File: config.mk
export PLATFORM = sky130hd
export DESIGN_NAME = instr_loader
export DESIGN_NICKNAME = d
export VERILOG_FILES = /design/src/rtl/instr_loader.sv
export SDC_FILE = /design/constraint.sdc
export NUM_CORES = 1
export LEC_CHECK = 0
export ABC_CLOCK_PERIOD_IN_PS = 3750
export BUFFER_PORTS_ARGS = -buffer_cell sky130_fd_sc_hd__buf_2
export CELL_PAD_IN_SITES_DETAIL_PLACEMENT = 0
export CELL_PAD_IN_SITES_GLOBAL_PLACEMENT = 2
export CORE_ASPECT_RATIO = 1.25
export CORE_MARGIN = 2
export CORE_UTILIZATION = 25
export CTS_BUF_LIST = sky130_fd_sc_hd__clkbuf_4 sky130_fd_sc_hd__clkbuf_8 sky130_fd_sc_hd__clkbuf_16
export DETAILED_ROUTE_END_ITERATION = 8
export HOLD_SLACK_MARGIN = 0.12
export PLACE_DENSITY = 0.75
export SLEW_MARGIN = 20
export SYNTH_ARGS = -nofsm -noshare
export SYNTH_HDL_FRONTEND = slang
export SYNTH_SLANG_ARGS = --single-unit
File: constraint.sdc
create_clock -name clk -period 3.75 [get_ports clk]
set_input_delay 0.375 -clock clk [delete_from_list [all_inputs] [get_ports clk]]
set_output_delay 0.375 -clock clk [all_outputs]
set_load 0.005 [all_outputs]
File: src/rtl/instr_loader.sv
// ---------------------------------------------------------------------------
// instr_loader
//   Streams a program into instruction memory from a byte source while the CPU
//   pipeline is held. A session is: a 16-bit big-endian word count N, followed
//   by N words of four bytes each, most significant byte first.
//
// Ports
//   clk, reset          : clock and asynchronous active-high reset
//   start               : one-cycle request to begin a session
//   rx_data / rx_valid  : incoming byte stream
//   rx_ready            : byte accepted on edges where rx_valid is also high
//   wr_en/wr_addr/wr_data : one-cycle instruction-memory write
//   cpu_hold            : stalls PC and IF/ID while a session is active or failed
//   done / error        : session finished / header length out of range
//   word_count          : words written in the current session
// ---------------------------------------------------------------------------
module instr_loader #(
    parameter int unsigned MAX_WORDS = 256,
    parameter logic [31:0] BASE_ADDR = 32'h0000_0000
) (
    input  logic        clk,
    input  logic        reset,
    input  logic        start,
    input  logic [7:0]  rx_data,
    input  logic        rx_valid,
    output logic        rx_ready,
    output logic        wr_en,
    output logic [31:0] wr_addr,
    output logic [31:0] wr_data,
    output logic        cpu_hold,
    output logic        done,
    output logic        error,
    output logic [15:0] word_count
);

    localparam logic [2:0] IDLE  = 3'd0;
    localparam logic [2:0] LEN   = 3'd1;
    localparam logic [2:0] DATA  = 3'd2;
    localparam logic [2:0] WRITE = 3'd3;
    localparam logic [2:0] DONE  = 3'd4;
    localparam logic [2:0] ERR   = 3'd5;

    logic [2:0]  state_q, state_d;
    logic [15:0] len_q, len_d;
    logic [1:0]  byte_idx_q, byte_idx_d;
    logic [31:0] word_q, word_d;
    logic [15:0] word_count_q, word_count_d;

    logic        accept;
    logic [15:0] hdr_len;
    logic [15:0] next_count;

    assign accept     = rx_valid & rx_ready;
    // Full length as it stands on the edge taking the second header byte.
    assign hdr_len    = {len_q[15:8], rx_data};
    assign next_count = word_count_q + 16'd1;

    always_comb begin
        state_d      = state_q;
        len_d        = len_q;
        byte_idx_d   = byte_idx_q;
        word_d       = word_q;
        word_count_d = word_count_q;

        case (state_q)
            IDLE, DONE, ERR: begin
                if (start) begin
                    state_d      = LEN;
                    word_count_d = 16'd0;
                    byte_idx_d   = 2'd0;
                end
            end
            LEN: begin
                if (accept) begin
                    if (byte_idx_q == 2'd0) begin
                        len_d[15:8] = rx_data;
                        byte_idx_d  = 2'd1;
                    end else begin
                        len_d      = hdr_len;
                        byte_idx_d = 2'd0;
                        if (hdr_len == 16'd0) begin
                            state_d = DONE;
                        end else if ({16'd0, hdr_len} > MAX_WORDS) begin
                            state_d = ERR;
                        end else begin
                            state_d = DATA;
                        end
                    end
                end
            end
            DATA: begin
                if (accept) begin
                    // Shifting left leaves byte 0 in [31:24] after four bytes.
                    word_d     = {word_q[23:0], rx_data};
                    byte_idx_d = byte_idx_q + 2'd1;
                    if (byte_idx_q == 2'd3) begin
                        state_d = WRITE;
                    end
                end
            end
            WRITE: begin
                word_count_d = next_count;
                state_d      = (next_count == len_q) ? DONE : DATA;
            end
            default: state_d = IDLE;
        endcase
    end

    always_ff @(posedge clk or posedge reset) begin
        if (reset) begin
            state_q      <= IDLE;
            len_q        <= 16'd0;
            byte_idx_q   <= 2'd0;
            word_q       <= 32'd0;
            word_count_q <= 16'd0;
        end else begin
            state_q      <= state_d;
            len_q        <= len_d;
            byte_idx_q   <= byte_idx_d;
            word_q       <= word_d;
            word_count_q <= word_count_d;
        end
    end

    assign rx_ready   = (state_q == LEN) || (state_q == DATA);
    assign wr_en      = (state_q == WRITE);
    assign wr_addr    = BASE_ADDR + {14'd0, word_count_q, 2'b00};
    assign wr_data    = word_q;
    assign cpu_hold   = (state_q == LEN) || (state_q == DATA) ||
                        (state_q == WRITE) || (state_q == ERR);
    assign done       = (state_q == DONE);
    assign error      = (state_q == ERR);
    assign word_count = word_count_q;

endmodule

* Word-level counts from Yosys, hierarchy flattened
Cells that the tools add are included.
Widths: inputs -> output; s select.
** Operators by class
- $add $sub $neg :: 2
- $lt $le $gt $ge :: 1
- Equality and inequality tests :: 12
- Muxes and demuxes :: 16
- Bitwise gates (word level) :: 2
- Reductions and logical operators :: 15
** Operator list (number)
- $pmux 16 s2 :: 1
- $mux 3 :: 8
- $add 16x1->16 const B :: 1
- $eq 16x16->1 :: 1
- $gt 16x9->1 const B :: 1
- $logic_not 16->1 :: 1
- $mux 16 :: 1
- $pmux 3 s4 :: 1
- $ne 2x2->1 const B :: 5
- $eq 3x2->1 const B :: 2
- $eq 3x3->1 const B :: 2
- $mux 2 :: 3
- $pmux 2 s3 :: 1
- $reduce_and 3->1 :: 2
- $reduce_and 5->1 :: 1
- $reduce_and 2->1 :: 2
- $reduce_and 4->1 :: 1
- $eq 3x1->1 const B :: 1
- $logic_not 3->1 :: 1
- $logic_or 1x1->1 :: 3
- $reduce_bool 3->1 :: 1
- $reduce_or 3->1 :: 1
- $add 2x1->2 const B :: 1
- $eq 2x2->1 const B :: 1
- other kinds (5) :: 5
** Word-level totals
- Register bits :: 69
- Bits of input ports :: 12
- Output and inout bits :: 85
- Word-level logic and storage cells :: 54

* Logic depth before layout (Yosys ltp)
- Depth after elaboration :: 6
- Gate-level depth with buffers :: 8
- Gate-level depth less buffers :: 8

* Worst setup path after synthesis
OpenSTA, ideal clock, no wires.
- Path kind :: reg-to-reg
- From :: register word_count_q[0] (netlist: word_count[0])
- To :: register state_q[1]
- Setup time :: 124 ps
- Data arrival time :: 1861 ps
- Required time :: 3626 ps
- Slack :: 1765 ps
- Stages on the path, launching flop included :: 8
- Path buffers :: 0
- Clock period less this slack :: 1985 ps
- Cells stage by stage :: dfrtp_1 ha_1 nand3_2 nor2_1 nand3_1 a211oi_2 nand4_1 o31a_1
** Between the ends
- Cells in the longest elaborated chain, start to end :: 4
** RTL lines
- from (decl) :: RTL line 47 : logic [15:0] word_count_q, word_count_d;
- from (signal assigned) :: RTL line 121 : word_count_q <= word_count_d;
- $add 16x1->16 :: RTL line 56 : assign next_count = word_count_q + 16'd1;
- $eq 16x16->1 :: RTL line 103 : state_d = (next_count == len_q) ? DONE : DATA;
- $mux 3 :: RTL line 103
- $pmux 3 s4 :: RTL line 65 : case (state_q)
- to (signal assigned) :: RTL line 117 : state_q <= state_d;
- to (decl) :: RTL line 43 : logic [2:0] state_q, state_d;
No other way between the ends.
A chain may end at the register's enable or synchronous reset.

* Worst setup path in the final report
- From :: register state_q[0]
- To :: output wr_en
** Between the ends
- Cells in the longest elaborated chain, start to end :: 1
** RTL lines
- $eq 3x2->1 :: RTL line 126 : assign wr_en = (state_q == WRITE);
- to (decl) :: RTL line 27 : output logic wr_en,
No other way between the ends.

==> impl_results.md <==
* R2R Setup Slk at 1460 ps
* TritonCTS clock tree: built
* Arrival time worst endpoint at 1950 ps
* Largest cells by area after synthesis: dfrtp_1 46%, mux2_2 14%, buf_4 6.4%, xnor2_1 2.8%, xor2_1 2.6%
* Port-buffer cells at 80
* DR iter-0 viols at 129
* Seq cells post-synth at 69
* Min Tclk post-route at 2320 ps
* Reg2Reg Depth at 7
* Max-cap violations at 0
* # diodes at 0
* Relative slew slack at 42.7%
* Initial antenna violation count at 0
* Top_reg_cell synth: dfrtp_1
* Post-synth EDFFs at 0
* Setup tns final at 0 ps
* Final max-slew violation count at 0
* Share of the synthesized area in the top cell type at 46.2%
* Clock tree buffer depth at 2
* Status: complete, no violations
* Die area at 15900 um^2
* Final Wtd Congestion at 0.764
* # DRC at 0
* FP Rows at 49
* Area grow syn2layout at 18.9%
* P_leak at 2.16 nW
* Worst-Skew Late Latency at 330 ps
* Crit path launch type: flip-flop
* Hold Crit Class: in -> async
* Setup bufs post-CTS at 0
* Cell taking the most area after synthesis: dfrtp_1
* Synth cell types at 47
* Number of hold buffers added after CTS at 0
* Vias per inst at 4.66
* Largest net degree at the start of global routing at 50
* DP Area at 4150 um^2
* HPWL after DPL at 6460 um
* GRT overflow at 0
* Dpl cells at 579
* Period utilization at 61.9%
* Worst Path Required at 3380 ps
* Mean Syn Cell Area at 10.8 um^2
* Final Hold Violating Endpoints at 0
* Num CTS Buffers at 9
* Starting Density at 25.7%
* Clock slew at reported path FFs at 60 ps
* WHS at 189 ps
* Sequential fraction of the synthesis area at 46.2%
* Worst-margin pin slew at 858 ps
* Clock Sinks at 69
* Critical Path Fanout Max at 19
* Number of cells upsized or downsized after cts at 0
* Post-route ant nets at 0
* Vias in the first global route at 2688
* FFs w/ async S/R, synth at 100%
* Drt pass-1 iters at 4
* PD cells at 612 nW/um^2
* RSZ-0062 raised after global routing: false
* Mapped Area at 3730 um^2
* Total Wirelength at 9000 um
* Final Net Count at 427
* Post-route insts no fill at 595
* GRT Util Overall at 11.5%
* Htree depth at 3
* Element type at the critical path end: primary output
* Max Fclk at 431 MHz
* CTS Root Cell: clkbuf_16
* R2r endpoint: state_q[1]
* Global-route wire length before repair at 14500 um
* Crit Reg-Reg Startpoint: word_count[0]
* Setup-violating endpoint count in the final report at 0
* Core region area at 14500 um^2
* Share of layout cells above drive strength 1 at 37.4%
* Final Cell Area at 4440 um^2
* Die X at 113 um
* Worst IR drop on VDD at 0.000274 V
* Post-synthesis cell count at 346
* Drt wl/cell at 15.1 um
* I/O pins at 97
* Post-Route Skew at 5.27 ps
* Vias after detailed routing at 2775
* Yosys warns at 0
* WS Path Type: reg -> out
* DIE HEIGHT at 141 um
==> cells by family (layout without fill, tap and decap cells) <==
group,count (synthesis),count (layout),synth area share [%]
flip-flops,69,69,46.2
XOR/XNOR,23,23,5.39
multiplexers,56,56,16.7
adder cells (fa/ha/maj),3,3,1.01
buffers and inverters,54,110,8.94
AND/OR/NAND/NOR,88,88,13.0
other,1,16,0.100
AO/OA/AOI/OAI,52,52,8.64
==> Yosys cell counts, drive strengths merged (2+ instances only) <==
cell type / count
o22ai: 3
xor2: 11
nor2: 24
dfrtp: 69
nand3: 8
nor2b: 4
mux2i: 5
nand4: 6
or4: 2
nand2: 23
buf: 42
a21oi: 5
nor3b: 2
mux2: 51
ha: 3
clkbuf: 3
nor3: 6
o21ai: 24
nor4: 6
a31oi: 4
xnor2: 12
and3: 4
inv: 9
o31ai: 5
o31a: 2
==> worst max-delay path, cell delays in order (launching register included) <==
cell     delay (ps)
dfrtp_1         510
nor2b_1         360
nand2_1          90
buf_4           230
inv_1            70
buf_4           190
buf_2           150
==> layout by cell type, fill, tap and decap left out, drive strengths merged, types with 3 or more instances in the layout <==
cell type	instances
ha	3
nor2	24
o31ai	5
a21oi	5
xor2	11
nor2b	4
nor4	6
and3	4
clkinv	5
conb	16
buf	85
inv	9
nor3	6
mux2	51
nand2	23
xnor2	12
mux2i	5
clkbuf	10
nand3	8
dfrtp	69
o21ai	24
nand4	6
a31oi	4
o22ai	3
==> area by class of cell <==
type                    count  area [um^2]
flip-flops and latches     69         1730
fillers                  1504        10100
repair buffers             85          438
clock buffers              10          239
multi-input cells         238         1730
well taps                 178          223
clock inverters             6         47.5
inverters                   9         35.0
==> through the flow <==
stage	util [%]	total power [W]	setup WS, ps
global placement	28.6	0.00191	1280
detailed placement	28.6	0.00193	1220
CTS	30.5	0.00277	1190
finish	30.6	0.00272	1430
floorplan	-	0.00166	1640
global route	30.6	0.00290	1280
==> worst max path at each step <==
stage,slack [ps],cells after the start,endpoint,from
2_1_floorplan,1640,1,byte_idx_q[0],reset
3_3_place_gp,1280,8,word_count[13],state_q[0]
3_5_place_dp,1220,8,word_count[8],state_q[0]
4_1_cts,1190,8,word_count[6],state_q[0]
5_1_grt,1280,6,wr_en,state_q[0]
6_report,1430,6,wr_en,state_q[0]
==> registers in the layout, summed over array words and instances (netlist names) <==
signal	cells
word_count	16
state_q	3
wr_data	32
byte_idx_q	2
len_q	16
==> routing by layer <==
layer  wire, um  global-route usage, %  vias up
li1           -                      -     1319
met4        125                   4.24        0
met1       4010                   14.7     1367
met2       4460                   19.1       81
met5          0                      0        -
met3        402                   2.36        8
==> report_power, final <==
part | switching [W] | total, W | internal [W]
registers | 0.000192 | 0.00114 | 0.000943
logic | 0.000358 | 0.000772 | 0.000415
clock network | 0.000342 | 0.000812 | 0.000470
total | 0.000891 | 0.00272 | 0.00183
No activity file was read; power rests on OpenSTA's default activity.
